===== src/rtl/checkdigit_pkg.sv =====
// Shared types and constants for the check-digit engine.
// CHECKDIGIT_WEIGHT3_EN enables the weight-3 datapath.
package checkdigit_pkg;

  localparam logic [4:0] RADIX = 5'd10;

  typedef enum logic [1:0] {
    MODE_LUHN_GEN = 2'd0,
    MODE_LUHN_VER = 2'd1,
    MODE_W3_GEN   = 2'd2,
    MODE_W3_VER   = 2'd3
  } mode_e;

  typedef enum logic [1:0] {
    IDLE = 2'd0,
    ACC  = 2'd1,
    DONE = 2'd2
  } state_e;

  function automatic logic [3:0] mod10_add(
    input logic [3:0] a,
    input logic [3:0] b
  );
    logic [4:0] s;
    s = {1'b0, a} + {1'b0, b};
    if (s >= RADIX) s = s - RADIX;
    return s[3:0];
  endfunction

endpackage


===== src/rtl/cd_weight.sv =====
// Digit weighting: Luhn doubling or weight-3, reduced modulo 10.
// Weight-3 path exists only with CHECKDIGIT_WEIGHT3_EN.
module cd_weight
  import checkdigit_pkg::*;
(
  input  logic [3:0] i_digit,
  input  logic       i_odd,
  input  logic       i_w3,
  output logic [3:0] o_wd
);

  logic [4:0] w_x2;
  logic [3:0] w_luhn;
  logic [3:0] w_sel;
  logic       w_valid;

  assign w_valid = (i_digit <= 4'd9);
  assign w_x2    = {i_digit, 1'b0};

  always_comb begin
    w_luhn = w_x2[3:0];
    if (w_x2 > 5'd9) w_luhn = 4'(w_x2 - 5'd9);
  end

`ifdef CHECKDIGIT_WEIGHT3_EN
  logic [4:0] w_x3;
  logic [3:0] w_w3v;

  assign w_x3 = {1'b0, i_digit} + {i_digit, 1'b0};

  always_comb begin
    w_w3v = w_x3[3:0];
    unique case (1'b1)
      (w_x3 >= 5'd20):
        w_w3v = 4'(w_x3 - 5'd20);
      (w_x3 >= 5'd10 && w_x3 < 5'd20):
        w_w3v = 4'(w_x3 - 5'd10);
      default: ;
    endcase
  end

  always_comb begin
    w_sel = i_digit;
    if (i_odd) w_sel = i_w3 ? w_w3v : w_luhn;
  end
`else
  logic w_unused_w3;
  assign w_unused_w3 = i_w3;

  always_comb begin
    w_sel = i_digit;
    if (i_odd) w_sel = w_luhn;
  end
`endif

  // Non-BCD digits contribute nothing; the engine flags them.
  assign o_wd = w_valid ? w_sel : 4'd0;

endmodule


===== src/rtl/checkdigit_engine.sv =====
// Streaming Luhn / weight-3 check-digit generator and verifier.
// Weight-3 modes need CHECKDIGIT_WEIGHT3_EN, else they fall back to Luhn.
module checkdigit_engine
  import checkdigit_pkg::*;
#(
  parameter int N_DIGITS = 15,
  parameter int CNT_W    = $clog2(N_DIGITS + 2)
) (
  input  logic       clk,
  input  logic       rst_n,
  input  logic       in_valid,
  input  logic [3:0] in_num,
  input  logic [1:0] in_mode,
  output logic       in_ready,
  output logic       out_valid,
  output logic [3:0] out,
  output logic       out_ok,
  output logic       out_err
);

  localparam logic P_NODD = ((N_DIGITS % 2) == 1);

  state_e           r_state;
  state_e           w_state_nx;
  mode_e            r_mode;
  logic [3:0]       r_acc;
  logic [CNT_W-1:0] r_cnt;
  logic             r_err;
  logic             r_live;

  mode_e            w_mode;
  logic [CNT_W-1:0] w_len;
  logic             w_take;
  logic             w_last;
  logic             w_odd;
  logic             w_w3;
  logic             w_mode_err;
  logic             w_bad;
  logic [3:0]       w_wd;
  logic [3:0]       w_sum;

  assign in_ready = r_live && (r_state != DONE);
  assign w_take   = in_valid && in_ready;
  assign w_mode   = (r_state == IDLE) ? mode_e'(in_mode) : r_mode;
  assign w_len    = CNT_W'(N_DIGITS) + CNT_W'(w_mode[0]);
  assign w_last   = ((r_cnt + CNT_W'(1)) == w_len);
  assign w_bad    = (in_num > 4'd9);

  // Distance to check position is N_DIGITS - r_cnt; only its parity matters.
  assign w_odd = P_NODD ^ r_cnt[0];

`ifdef CHECKDIGIT_WEIGHT3_EN
  assign w_w3       = w_mode[1];
  assign w_mode_err = 1'b0;
`else
  assign w_w3       = 1'b0;
  assign w_mode_err = w_mode[1];
`endif

  cd_weight u_weight (
    .i_digit (in_num),
    .i_odd   (w_odd),
    .i_w3    (w_w3),
    .o_wd    (w_wd)
  );

  assign w_sum = mod10_add(r_acc, w_wd);

  always_ff @(posedge clk or negedge rst_n) begin
    if (!rst_n) r_state <= IDLE;
    else        r_state <= w_state_nx;
  end

  always_comb begin
    w_state_nx = r_state;
    unique case (r_state)
      IDLE:    if (w_take) w_state_nx = w_last ? DONE : ACC;
      ACC:     if (w_take && w_last) w_state_nx = DONE;
      DONE:    w_state_nx = IDLE;
      default: w_state_nx = IDLE;
    endcase
  end

  always_ff @(posedge clk or negedge rst_n) begin
    if (!rst_n) begin
      r_live <= 1'b0;
      r_mode <= MODE_LUHN_GEN;
      r_acc  <= 4'd0;
      r_cnt  <= '0;
      r_err  <= 1'b0;
    end else begin
      r_live <= 1'b1;
      if (r_state == DONE) begin
        r_acc <= 4'd0;
        r_cnt <= '0;
        r_err <= 1'b0;
      end else if (w_take) begin
        r_acc <= w_sum;
        r_cnt <= r_cnt + CNT_W'(1);
        r_err <= r_err | w_bad | w_mode_err;
        if (r_state == IDLE) r_mode <= mode_e'(in_mode);
      end
    end
  end

  always_comb begin
    out_valid = 1'b0;
    out       = 4'd0;
    out_ok    = 1'b0;
    out_err   = 1'b0;
    if (r_state == DONE) begin
      out_valid = 1'b1;
      out_err   = r_err;
      if (r_mode[0])
        out_ok = (r_acc == 4'd0);
      else if (r_acc != 4'd0)
        out = 4'(RADIX - {1'b0, r_acc});
    end
  end

endmodule


===== config.mk =====
export PLATFORM = sky130hd
export DESIGN_NAME = checkdigit_engine
export DESIGN_NICKNAME = d
export VERILOG_FILES = /design/src/rtl/checkdigit_pkg.sv /design/src/rtl/cd_weight.sv /design/src/rtl/checkdigit_engine.sv
export SDC_FILE = /design/constraint.sdc
export NUM_CORES = 1
export LEC_CHECK = 0
export CAP_MARGIN = 20
export CORE_MARGIN = 2
export CORE_UTILIZATION = 40
export CTS_BUF_LIST = sky130_fd_sc_hd__clkbuf_8
export CTS_CLUSTER_SIZE = 12
export DETAILED_ROUTE_END_ITERATION = 10
export SETUP_SLACK_MARGIN = 0.2
export SYNTH_ARGS = -nofsm -noshare
export SYNTH_HDL_FRONTEND = slang
export SYNTH_SLANG_ARGS = --single-unit

===== constraint.sdc =====
create_clock -name clk -period 2.5 [get_ports clk]
set_input_delay 0.5 -clock clk [delete_from_list [all_inputs] [get_ports clk]]
set_output_delay 0.5 -clock clk [all_outputs]
set_load 0.02 [all_outputs]

======== Word-level counts from Yosys, hierarchy flattened ========
Index checks and enable logic that the tools add are counted.
storage, ports and cells
  register bits after elaboration ......... 15
  logic and storage cells ................. 56
  output and inout port bits .............. 8
  bits of input ports ..................... 9
cells by class
  add/sub/neg operators ................... 6
  bitwise operators ....................... 3
  mux-type cells .......................... 22
  reduce and logical (&&, ||, !) cells .... 9
  eq/ne operators ......................... 6
  order comparisons ....................... 4
operator list
  kind                   number
  $mux W4                9
  $mux W5                2
  $mux W2                4
  $sub A4 B4 Y4 const B  2
  $mux W1                6
  $ne A2 B2 Y1 const B   3
  $add A4 B1 Y5 const A  1
  $add A4 B4 Y5          1
  $add A5 B1 Y5 const B  1
  $eq A5 B5 Y1           1
  $ge A5 B4 Y1 const B   1
  $gt A5 B4 Y1 const B   1
  $gt A4 B4 Y1 const B   1
  $le A4 B4 Y1 const B   1
  $logic_not A4 Y1       1
  $pmux W2 S2            1
  $reduce_and A2 Y1      2
  $reduce_bool A4 Y1     1
  $sub A4 B4 Y4 const A  1
  $logic_and A1 B1 Y1    3
  $eq A2 B1 Y1 const B   1
  $eq A2 B2 Y1 const B   1
  $logic_not A2 Y1       1
  $or A1 B1 Y1           2
  other kinds (2)        2

======== Longest topological paths before layout ========
  word-level depth ........................ 9
  depth in mapped cells ................... 15
  depth with buffers taken out ............ 15

======== Cells and area by module ========
From an unflattened synthesis, not the netlist that was laid out.
second synthesis, totals
  cell total of the unflattened synthesis .. 145
  area, all modules ....................... 1223.7 um2
by module, submodules not included
  module             instances  area each (um2)  cells each
  checkdigit_engine  1          1064.8           122
  cd_weight          1          158.9            23

======== Worst setup path before layout ========
OpenSTA, ideal clock, no wires.
  path type ............................... input-to-reg
  from .................................... input in_num[0]
  to ...................................... register r_acc[3]
  required time ........................... 2.418 ns
  library setup time ...................... 0.082 ns
  stages .................................. 15
  data arrival time ....................... 2.994 ns
  slack ................................... -0.576 ns
  path through ............................ inv_1 -> ha_1 -> inv_2 -> a21oi_1 -> o21ai_0 -> and2_1 -> ha_1 -> fa_1 -> xor2_1 -> inv_1 -> ha_1 -> a211oi_1 -> a211oi_1 -> a211o_1 -> a21oi_1
between the ends
  longest elaborated chain between the ends .. 9
  elaborated cells between the ends (all ways) .. 12
RTL lines
  element                                               RTL line                 source
  start, declared                                       checkdigit_engine.sv:12  input logic [3:0] in_num,
  $sub A4 B4 Y4 / $gt A5 B4 Y1 (equally long branches)  cd_weight.sv:22          if (w_x2 > 5'd9) w_luhn = 4'(w_x2 - 5'd9);
  $mux W4                                               cd_weight.sv:22
  $mux W4                                               cd_weight.sv:52          if (i_odd) w_sel = w_luhn;
  $mux W4 *                                             cd_weight.sv:57          assign o_wd = w_valid ? w_sel : 4'd0;
  $add A4 B4 Y5 *                                       checkdigit_pkg.sv:25     s = {1'b0, a} + {1'b0, b};
  $sub A4 B4 Y4 / $ge A5 B4 Y1 (equally long branches)  checkdigit_pkg.sv:26     if (s >= RADIX) s = s - RADIX;
  $mux W4 *                                             checkdigit_pkg.sv:26
  $mux W4 *                                             checkdigit_engine.sv:97  end else if (w_take) begin
  $mux W4 *                                             checkdigit_engine.sv:93  if (r_state == DONE) begin
  end signal, assigned                                  checkdigit_engine.sv:98  r_acc <= w_sum;
  end, declared                                         checkdigit_engine.sv:26  logic [3:0] r_acc;
Every way passes the cells marked *; elsewhere a longest branch is shown, timed or not. The select of a mux whose other input is x is not followed.
A chain may end at the register's enable or synchronous reset.

======== Worst setup path after layout ========
  from .................................... input in_num[1]
  to ...................................... register r_acc[2]
The elaborated chain is that of the path after synthesis.

==> reports/qor.csv <==
stage,metric,value,unit
run_status,outcome,"complete, but fails checks",
run_status,violations in the final reports,negative setup slack,
route,Iter 0 DRT Violations,43,
sta,setup ws final,-0.2574,ns
floorplan,effective utilization at floorplan,40.97,%
final_layout,Synth-to-Final Area Change,49.23,%
synth,"Top FF cell, synth",dfrtp_1,
synth,Synth cell types,45,
worst_setup_path,WP data required,2.65,ns
placed_design,global placement routability congestion,0.8412,
clock_tree,# H-tree levels,1,
synth,Synth Net Count,168,
floorplan,I/O pins,17,
pwr,Static Leak,0.8342,nW
worst_setup_path,Register-to-Register Path Depth,12,
route,1st-pass router iterations,4,
sta,Tcrit/Tclk final,110.3,%
worst_setup_path,Startpoint Class,primary input,
floorplan,die width,59.23,µm
synth,Syn Std Cell Area,1220,µm²
clock_tree,worst skew pair latency,0.25,ns
hold_path,hold endpoint,r_err,
sta,clk_skew,0.002856,ns
synth,Yosys reg bits,15,
final_layout,share of layout cells above drive strength 1,35.23,%
clock_tree,Num CTS Buffers,3,
clock_tree,"Clk pin slew, worst setup/hold paths",0.07,ns
clock_tree,CTS tree,yes,
sta,# setup viols final,3,
clock_tree,# clock sinks,15,
grt,vias in the first global route,1181,
placed_design,Port Buf Inserts,16,
grt,all-layer global routing usage,19.60,%
clock_tree,CTS max path bufs,2,
route,met1 WL,1.355,mm
pwr,PD cells,1147,nW/µm²
worst_setup_path,largest fanout on the critical path,5,
grt,initial antenna violation count,0,
route,Vias/cell,5.469,
worst_setup_path,worst r2r dst,r_acc[2],
clock_tree,cts hold-fix bufs,0,
grt,global-route wire length before repair,5.278,mm
hold_path,hold path start,r_err,
grt,Overflow after GRT,0,
sta,worst hold margin,0.4978,ns
sta,Pins Over Slew Limit,0,
sta,RSZ-0062 raised after global routing,true,
synth,"Seq/Total Area, Yosys",30.77,%
sta,clock period minus worst slack,2.757,ns
pwr,VDD IR-drop max,0.5341,mV
worst_setup_path,Arrival @ worst endpoint,2.91,ns
hold_path,worst min path class,register to register,
route,via count,1236,
route,metal2 WL,1.579,mm
synth,Avg Inst Size Synth,8.133,µm²
sta,slew at the pin closest to its max-slew limit,0.7378,ns
sta,max_slew headroom,50.66,%
worst_setup_path,Reg2Reg Launch Point,r_cnt[0],
synth,number of synthesized flops with an enable pin,0,
worst_setup_path,CP Capture Type,register,
hold_path,Hold Path Depth,2,
worst_setup_path,R2R Setup Slk,0.11,ns
sta,Fin. Hold Viols,0,
sta,fmax,0.3627,GHz
route,WL met3,109,µm
route,DRC,0,
placed_design,DP Wirelength,2.329,mm
grt,largest net degree at the start of global routing,16,
clock_tree,clock root cell,clkbuf_8,
floorplan,Rows,20,
worst_setup_path,Crit Path Category,primary input to register,
synth,Cells after Synth,150,
route,Max Used Layer,met4,
final_layout,number of diodes,0,
pwr,Tot Pwr,0.002088,W
route,final wirelength,3.052,mm
synth,Synth Warn #,0,
route,Post-DRT Antenna Nets,0,
job,Max Cap Violations,0,
floorplan,core area,2978,µm²
synth,Post-synth ARST share,100.0,%
route,WL/cell,13.50,µm
floorplan,die area,3508,µm²
floorplan,die height,59.23,µm
final_layout,nets,212,
-- cell type report --
cell class	instances	area, µm²
fill	259	1157
multi-input combinational	120	920.9
sequential	15	375.4
timing repair buffer	44	375.4
inverter	10	61.31
clock buffer	3	41.29
tap	33	41.29
clock inverter	1	5.005
-- cells by family after synthesis --
| logic type | after synthesis | synth area share [%] |
|---|---|---|
| other cells | 1 | 0.3074 |
| simple gates | 60 | 25.95 |
| buf+inv | 15 | 5.128 |
| xor+xnor | 8 | 5.743 |
| compound gates | 38 | 18.77 |
| fa+ha+maj | 9 | 9.847 |
| mux | 4 | 3.487 |
| flops | 15 | 30.77 |
-- worst max path at each step --
stage	from	to	slack (ns)	depth (start not counted)
after global placement	in_num[1]	r_acc[2]	-0.93	17
after floorplan	in_num[1]	r_acc[2]	-0.19	15
final	in_num[1]	r_acc[2]	-0.26	17
after global routing	in_num[1]	r_acc[2]	-0.34	17
after detailed placement	in_num[1]	r_acc[2]	-1.02	17
after CTS	in_num[1]	r_acc[2]	-0.41	17
-- cell usage after synthesis (2+ instances only) --
cell / n / area [µm²]
buf_2: 2 / 10.01
ha_1: 8 / 100.1
mux2i_1: 2 / 20.02
a21oi_1: 15 / 75.07
and2_1: 7 / 43.79
nand4_1: 2 / 12.51
o21ai_0: 9 / 45.04
xnor2_1: 4 / 35.03
nand2b_1: 2 / 12.51
nor3_1: 5 / 25.02
nor2_1: 14 / 52.55
nand3_1: 4 / 20.02
dfrtp_1: 15 / 375.4
nand2_1: 14 / 52.55
clkbuf_1: 2 / 7.510
xor2_1: 4 / 35.03
a211o_1: 2 / 17.52
inv_1: 8 / 30.03
a211oi_1: 5 / 37.54
-- repair_timing --
item / CTS / global route
pin swaps: 13 / 12
gates resized for setup: 27 / 8
buffers inserted: 5 / 0
endpoints found under the setup margin: 8 / 7
-- state kept, by name, summed over array words and instances (netlist names) --
name / count
r_acc: 4
r_err: 1
r_mode: 2
r_cnt: 5
r_state: 2
r_live: 1
-- power by group --
| group | internal [W] | switching (W) | total [W] |
|---|---|---|---|
| registers | 0.000332 | 0.000135 | 0.000466 |
| logic | 0.000758 | 0.000658 | 0.00142 |
| clock network | 0.000111 | 0.0000947 | 0.000205 |
| total | 0.00120 | 0.000887 | 0.00209 |
-- worst max-delay path, stage by stage --
cell      delay (ns)
buf_6           0.09
buf_8           0.12
inv_16          0.05
ha_4            0.14
inv_4           0.04
a21oi_4         0.16
mux2_4          0.32
o21ai_2         0.10
and2_4          0.15
ha_4            0.20
xor2_2          0.19
inv_2           0.07
ha_4            0.18
o221ai_2        0.06
nand3_2         0.13
and2_4          0.18
o311ai_4        0.22
-- layer usage --
metal | GRT usage (%) | vias to the layer above
met5 | 0 | -
met4 | 2.922 | 0
met3 | 4.367 | 3
met2 | 34.85 | 24
met1 | 24.53 | 589
li1 | - | 620
-- placed cells by master (no fill, tap or decap), types with 2 or more instances in the layout --
cell,Yosys,final
inv_1,8,4
o21ai_1,1,3
xnor2_1,4,4
clkdlybuf4s50_1,0,5
nor3_1,5,4
dlygate4sd2_1,0,5
clkbuf_8,0,3
ha_1,8,4
and2_1,7,5
a211oi_2,0,4
o21ai_0,9,6
xor2_1,4,3
buf_4,1,27
nor2_1,14,14
nand4_1,2,2
mux2i_1,2,2
dfrtp_1,15,15
a21oi_1,15,13
and2_4,0,2
nand3_2,1,3
dlymetal6s2s_1,0,3
inv_2,1,2
a211o_1,2,2
ha_4,0,3
nand2_1,14,14
nand3_1,4,2
nor3_2,1,2
-- through the flow --
| step | worst slack [ns] | area [µm²] | util (%) | cells | setup TNS [ns] |
|---|---|---|---|---|---|
| 2_1_floorplan | -0.1918 | 1323 | - | 150 | -0.5637 |
| 3_3_place_gp | -0.9325 | 1672 | 56.13 | 217 | -2.702 |
| 3_5_place_dp | -1.019 | 1672 | 56.13 | 217 | -2.923 |
| 4_1_cts | -0.4068 | 1798 | 60.38 | 226 | -1.137 |
| 5_1_grt | -0.3434 | 1821 | 61.13 | 226 | -0.9747 |
| 6_report | -0.2574 | 1821 | 61.13 | 226 | -0.6796 |
Power figures use the tool's default switching activity.
